==> src/rtl/flt_op_sequencer_if.sv <==
// Host-side bundle for flt_op_sequencer: operation request, data-memory port,
// processor-core handshake and status outputs.
interface flt_op_sequencer_if;
  logic        go;
  logic [15:0] flt1;
  logic [15:0] flt2;
  logic        mem_wr_en;
  logic [7:0]  mem_addr;
  logic [7:0]  mem_wr_data;
  logic [7:0]  mem_rd_data;
  logic        start;
  logic        ack;
  logic [15:0] result;
  logic        result_valid;
  logic        busy;
  logic        timeout_err;
  logic [15:0] cycle_ct;

  modport master (
    output go, flt1, flt2, mem_rd_data, ack,
    input  mem_wr_en, mem_addr, mem_wr_data, start, result, result_valid,
           busy, timeout_err, cycle_ct
  );

  modport slave (
    input  go, flt1, flt2, mem_rd_data, ack,
    output mem_wr_en, mem_addr, mem_wr_data, start, result, result_valid,
           busy, timeout_err, cycle_ct
  );
endinterface

==> src/rtl/flt_op_sequencer.sv <==
// Sequences one fp16 add on an external core: stores both operands to data
// memory, pulses start, waits for the ack rising edge and reads the sum back.
module flt_op_sequencer #(
  parameter int unsigned TIMEOUT  = 2500,
  parameter int unsigned OP_BASE  = 8,
  parameter int unsigned RES_BASE = 12
) (
  input logic              clk,
  input logic              reset,
  flt_op_sequencer_if.slave bus
);
  localparam int unsigned AW = 8;
  localparam int unsigned DW = 8;
  localparam int unsigned FW = 16;
  localparam int unsigned CW = 16;

  typedef enum logic [3:0] {
    IDLE, WR0, WR1, WR2, WR3, START, WAIT, RD_LO, RD_HI, DONE
  } state_t;

  state_t        state;
  logic [FW-1:0] flt1_q;
  logic [FW-1:0] flt2_q;
  logic          ack_q;
  logic          start_q;
  logic          mem_wr_en_q;
  logic [AW-1:0] mem_addr_q;
  logic [DW-1:0] mem_wr_data_q;
  logic [FW-1:0] result_q;
  logic          result_valid_q;
  logic          busy_q;
  logic          timeout_err_q;
  logic [CW-1:0] cycle_ct_q;

  logic          ack_rise_c;
  logic [CW-1:0] cycle_ct_inc_c;
  logic          timeout_hit_c;

  assign ack_rise_c     = bus.ack & ~ack_q;
  assign cycle_ct_inc_c = (cycle_ct_q == '1) ? cycle_ct_q : cycle_ct_q + CW'(1);
  // Abort when the count this WAIT cycle produces reaches the limit
  assign timeout_hit_c  = 32'(cycle_ct_inc_c) >= TIMEOUT;

  always_ff @(posedge clk) begin
    if (reset) begin
      state          <= IDLE;
      flt1_q         <= '0;
      flt2_q         <= '0;
      ack_q          <= 1'b0;
      start_q        <= 1'b0;
      mem_wr_en_q    <= 1'b0;
      mem_addr_q     <= '0;
      mem_wr_data_q  <= '0;
      result_q       <= '0;
      result_valid_q <= 1'b0;
      busy_q         <= 1'b0;
      timeout_err_q  <= 1'b0;
      cycle_ct_q     <= '0;
    end else begin
      ack_q          <= bus.ack;
      start_q        <= 1'b0;
      mem_wr_en_q    <= 1'b0;
      mem_addr_q     <= '0;
      mem_wr_data_q  <= '0;
      result_valid_q <= 1'b0;

      // Outputs are loaded with the values belonging to the state being entered
      case (state)
        IDLE: begin
          if (bus.go) begin
            state         <= WR0;
            flt1_q        <= bus.flt1;
            flt2_q        <= bus.flt2;
            cycle_ct_q    <= '0;
            timeout_err_q <= 1'b0;
            busy_q        <= 1'b1;
            mem_wr_en_q   <= 1'b1;
            mem_addr_q    <= AW'(OP_BASE);
            mem_wr_data_q <= bus.flt1[7:0];
          end
        end
        WR0: begin
          state         <= WR1;
          mem_wr_en_q   <= 1'b1;
          mem_addr_q    <= AW'(OP_BASE + 32'd1);
          mem_wr_data_q <= flt1_q[15:8];
        end
        WR1: begin
          state         <= WR2;
          mem_wr_en_q   <= 1'b1;
          mem_addr_q    <= AW'(OP_BASE + 32'd2);
          mem_wr_data_q <= flt2_q[7:0];
        end
        WR2: begin
          state         <= WR3;
          mem_wr_en_q   <= 1'b1;
          mem_addr_q    <= AW'(OP_BASE + 32'd3);
          mem_wr_data_q <= flt2_q[15:8];
        end
        WR3: begin
          state   <= START;
          start_q <= 1'b1;
        end
        START: begin
          state <= WAIT;
        end
        WAIT: begin
          cycle_ct_q <= cycle_ct_inc_c;
          // An ack edge in the timeout cycle still completes the readback
          if (ack_rise_c) begin
            state      <= RD_LO;
            mem_addr_q <= AW'(RES_BASE);
          end else if (timeout_hit_c) begin
            state         <= IDLE;
            timeout_err_q <= 1'b1;
            busy_q        <= 1'b0;
          end
        end
        RD_LO: begin
          state          <= RD_HI;
          result_q[7:0]  <= bus.mem_rd_data;
          mem_addr_q     <= AW'(RES_BASE + 32'd1);
        end
        RD_HI: begin
          state          <= DONE;
          result_q[15:8] <= bus.mem_rd_data;
          result_valid_q <= 1'b1;
        end
        DONE: begin
          state  <= IDLE;
          busy_q <= 1'b0;
        end
        default: begin
          state  <= IDLE;
          busy_q <= 1'b0;
        end
      endcase
    end
  end

  assign bus.start        = start_q;
  assign bus.mem_wr_en    = mem_wr_en_q;
  assign bus.mem_addr     = mem_addr_q;
  assign bus.mem_wr_data  = mem_wr_data_q;
  assign bus.result       = result_q;
  assign bus.result_valid = result_valid_q;
  assign bus.busy         = busy_q;
  assign bus.timeout_err  = timeout_err_q;
  assign bus.cycle_ct     = cycle_ct_q;

endmodule

==> src/flat_wrapper.sv <==
// flat-port wrapper written by rule: the top's interface ports become plain ports
module flt_op_sequencer_flat 
#(
  parameter int unsigned TIMEOUT  = 2500,
  parameter int unsigned OP_BASE  = 8,
  parameter int unsigned RES_BASE = 12
)
  (clk, reset, bus_go, bus_flt1, bus_flt2, bus_mem_rd_data, bus_ack, bus_mem_wr_en, bus_mem_addr, bus_mem_wr_data, bus_start, bus_result, bus_result_valid, bus_busy, bus_timeout_err, bus_cycle_ct);
  flt_op_sequencer_if bus_i ();
  input logic clk;
  input logic reset;
  input wire logic [$bits(bus_i.go)-1:0] bus_go;
  input wire logic [$bits(bus_i.flt1)-1:0] bus_flt1;
  input wire logic [$bits(bus_i.flt2)-1:0] bus_flt2;
  input wire logic [$bits(bus_i.mem_rd_data)-1:0] bus_mem_rd_data;
  input wire logic [$bits(bus_i.ack)-1:0] bus_ack;
  output wire logic [$bits(bus_i.mem_wr_en)-1:0] bus_mem_wr_en;
  output wire logic [$bits(bus_i.mem_addr)-1:0] bus_mem_addr;
  output wire logic [$bits(bus_i.mem_wr_data)-1:0] bus_mem_wr_data;
  output wire logic [$bits(bus_i.start)-1:0] bus_start;
  output wire logic [$bits(bus_i.result)-1:0] bus_result;
  output wire logic [$bits(bus_i.result_valid)-1:0] bus_result_valid;
  output wire logic [$bits(bus_i.busy)-1:0] bus_busy;
  output wire logic [$bits(bus_i.timeout_err)-1:0] bus_timeout_err;
  output wire logic [$bits(bus_i.cycle_ct)-1:0] bus_cycle_ct;
  assign bus_i.go = bus_go;
  assign bus_i.flt1 = bus_flt1;
  assign bus_i.flt2 = bus_flt2;
  assign bus_i.mem_rd_data = bus_mem_rd_data;
  assign bus_i.ack = bus_ack;
  assign bus_mem_wr_en = bus_i.mem_wr_en;
  assign bus_mem_addr = bus_i.mem_addr;
  assign bus_mem_wr_data = bus_i.mem_wr_data;
  assign bus_start = bus_i.start;
  assign bus_result = bus_i.result;
  assign bus_result_valid = bus_i.result_valid;
  assign bus_busy = bus_i.busy;
  assign bus_timeout_err = bus_i.timeout_err;
  assign bus_cycle_ct = bus_i.cycle_ct;
  flt_op_sequencer #(.TIMEOUT(TIMEOUT), .OP_BASE(OP_BASE), .RES_BASE(RES_BASE)) u_core (.clk(clk), .reset(reset), .bus(bus_i));
endmodule
==> config.mk <==
export PLATFORM = sky130hd
export DESIGN_NAME = flt_op_sequencer_flat
export DESIGN_NICKNAME = d
export VERILOG_FILES = /design/src/rtl/flt_op_sequencer_if.sv /design/src/rtl/flt_op_sequencer.sv /design/src/flat_wrapper.sv
export SDC_FILE = /design/constraint.sdc
export NUM_CORES = 1
export LEC_CHECK = 0
export CORE_ASPECT_RATIO = 0.5
export CORE_MARGIN = 5
export CORE_UTILIZATION = 40
export CTS_CLUSTER_DIAMETER = 150
export DETAILED_ROUTE_END_ITERATION = 8
export PLACE_DENSITY = 0.76
export SYNTH_ARGS = -nofsm -noshare
export SYNTH_HDL_FRONTEND = slang
export SYNTH_SLANG_ARGS = --single-unit
==> constraint.sdc <==
create_clock -name clk -period 2.7 [get_ports clk]
set_input_delay 0.54 -clock clk [delete_from_list [all_inputs] [get_ports clk]]
set_output_delay 0.54 -clock clk [all_outputs]
set_load 0.1 [all_outputs]
==> summary.txt <==
Synth Area in XOR/XNOR = 0.9262%
post-synthesis mux area share = 3.911%
RePlAce Congestion = 0.9416
P_leak = 1.790 nW
Post-synth EDFFs = 0
global-route wire length before repair = 16280 um
cell area after synthesis = 3647 sq um
Die ar. = 11240 sq um
Via density = 5.443
Layout Skew = 0.007207 ns
type of the worst setup path = reg -> reg
Routed WL per cell = 15.23 um
status = finished, final reports clean
CTS tree = done
Layout area overhead = 31.18%
Period minus WS final = 2.254 ns
RSZ-0062 raised after global routing = false
Register Area = 1562 sq um
Power per Cell Area = 603.7 nW/um^2
Synth Area in Compound Gates = 18.46%
grt ovf = 0
Most used DFF post-synth = dfxtp_1
hold-fix buffer count after cts = 0
Multi-input gate area = 1863 sq um
Buf/Inv on CP = 0
max_slew headroom = 38.71%
PortBufs = 92
most frequent cells in the layout = 101 x nand2_1, 78 x dfxtp_1, 61 x buf_4, 55 x a21oi_1, 42 x clkdlybuf4s50_1
synth warn = 0
period utilization = 83.48%
Filler Cells Inserted = 828
Max Cap Viol = 0
final net count = 571
share of layout cells above drive strength 1 = 19.21%
detailed-router iteration count before antenna repair = 5
CP required = 2.91 ns
worst-margin pin slew = 0.9123 ns
Setup violations, final = 0
Clock Path Buffers = 2
commonest non-fill, non-tap cell in the layout = nand2_1
Site Rows = 24
register area share after synthesis = 42.81%
min-delay worst type = reg -> reg
Die Height = 77.52 um
CP Max Fanout = 7
Crit path largest cell delay = 0.42 ns
drc violations = 0
startpoint class of the critical path = flip-flop
CTS Buf Count = 9
register bit count reported by yosys = 78
clk_lat worst skew = 0.34 ns
GRT Resource Usage Total = 17.20%
final hold viol count = 0
Initial Util = 41.45%
VDD IR max = 0.0003036 V
Root Driver = clkbuf_16
slowest cell on the critical path = dfxtp_1
H-tree depth = 3
Top Ports = 97
Total Wirelength = 9868 um
CTS resizes = 0
initial antenna violation count = 0
post-synthesis cell type count = 57
Post-DP HPWL = 6832 um
post-synthesis adder-cell area fraction = 0.3431%
Setup crit end kind = flip-flop
Starting DRT DRC Count = 254
Core Util, Final = 54.38%
share of synthesized registers carrying an async set or reset = 0%
syn_area_per_cell = 8.178 sq um
core area = 8798 sq um
WP data arrival = 2.47 ns
Post-Synth Simple-Gate Area = 26.96%
Clock Sinks = 78
Die Span X = 145.0 um
routed vias = 3527
largest family of logic cells by synthesized area = simple AND/OR/NAND/NOR gates
setup TNS = 0 ns
largest net degree at the start of global routing = 42
Max Slew Vio Count = 0
vias in the first global route = 3427
# diodes = 0
cell family contributing the most delay on the critical path = compound AO/OA/AOI/OAI gates
antenna viol nets, final = 0
fmax = 0.4437 GHz
Synth Instances = 446
Critical Path, Cell by Cell = ha_1 > and3_1 > nand3_4 > a311oi_2 > a31oi_1 > a211oi_2 > o31ai_1
Reg clk slew, reported paths = 0.07 ns
setup bufs post-CTS = 0
-- metal layers --
metal  up-vias  GRT usage, %  wire (um)  share of wire, %
met4         0         4.229        130               1.3
met3        13         5.355        752               7.6
met5         -             0          0                 0
met1      1632         20.66       4158                42
li1       1735             -          -                 -
met2       147         30.33       4827                49
-- stage by stage --
step	hold WS (ns)	cells	setup slack (ns)	instance area (sq um)	power [mW]
2_1_floorplan	0.4329	449	0.06569	3659	1.523
3_3_place_gp	0.4401	632	0.5474	4469	1.648
3_5_place_dp	0.4450	632	0.4950	4469	1.653
4_1_cts	0.4536	648	0.4901	4785	2.919
5_1_grt	0.4698	648	0.3229	4785	3.009
6_report	0.4520	648	0.4460	4785	2.888
-- final timing paths --
kind	startpoint	to	slack [ns]	cells past startpoint
max	u_core.bus.cycle_ct[0]$_SDFFE_PP0P_	u_core.bus.busy$_SDFFE_PP0P_	0.45	7
min	u_core.flt1_q[14]$_SDFFE_PP0P_	u_core.flt1_q[14]$_SDFFE_PP0P_	0.45	2
max reg2reg	u_core.bus.cycle_ct[0]$_SDFFE_PP0P_	u_core.bus.busy$_SDFFE_PP0P_	0.45	7
min reg2reg	u_core.flt1_q[14]$_SDFFE_PP0P_	u_core.flt1_q[14]$_SDFFE_PP0P_	0.45	2
-- tightest hold or removal path: stages (launching register included) --
cell,delay [ns]
dfxtp_1,0.31
nand2_1,0.05
a21oi_1,0.05
-- final cells by class --
class                      instances  share of cell area, %
clock buffer                       9                  4.707
multi-input combinational        329                  38.94
tap                              117                  3.060
sequential                        78                  32.64
inverter                           4                 0.3138
clock inverter                     7                  1.883
timing repair buffer             104                  18.46
-- flip-flops by register name, indices dropped and copies added, names as in the netlist --
signal,count
u_core.bus.cycle_ct,16
u_core.bus.result,16
u_core.flt2_q,16
u_core.bus.mem_wr_data,8
u_core.flt1_q,8
u_core.bus.mem_addr,4
u_core.state,4
u_core.ack_q,1
u_core.bus.busy,1
u_core.bus.mem_wr_en,1
u_core.bus.result_valid,1
u_core.bus.start,1
u_core.bus.timeout_err,1
-- Yosys cell counts (2+ instances only) --
cell / n / area (sq um)
nand2_1: 101 / 379.1
dfxtp_1: 78 / 1562
a21oi_1: 55 / 275.3
nor2_1: 34 / 127.6
clkbuf_1: 16 / 60.06
nand3_1: 12 / 60.06
o21ai_0: 12 / 60.06
nor3_1: 11 / 55.05
mux2_2: 10 / 112.6
buf_2: 9 / 45.04
a222oi_1: 8 / 80.08
nand4_1: 8 / 50.05
buf_4: 6 / 45.04
buf_6: 6 / 67.56
nand2b_1: 6 / 37.54
nor4_1: 6 / 37.54
a2111oi_0: 3 / 26.28
a211oi_1: 3 / 22.52
a311oi_1: 3 / 26.28
and2_1: 3 / 18.77
and3_1: 3 / 18.77
inv_1: 3 / 11.26
mux2i_1: 3 / 30.03
o31ai_1: 3 / 22.52
or3_1: 3 / 18.77
a22oi_1: 2 / 15.01
a31oi_1: 2 / 12.51
and4_1: 2 / 17.52
and4_4: 2 / 22.52
nand4_4: 2 / 42.54
nor2b_1: 2 / 12.51
o211ai_1: 2 / 15.01
o21ai_1: 2 / 10.01
xnor2_1: 2 / 17.52
-- power breakdown --
part	internal [mW]	switching (mW)	total, mW
registers	1.20	0.0206	1.22
clock network	0.736	0.523	1.26
logic	0.136	0.277	0.413
total	2.07	0.820	2.89
-- cells by family (layout without fill, tap and decap cells) --
logic type	Yosys count	after routing
fa+ha+maj	1	1
xor+xnor	3	3
mux	13	13
flops	78	78
simple gates	202	202
compound gates	106	106
buf+inv	42	124
other cells	1	4
Note: power is estimated with default switching activity, not from simulation.
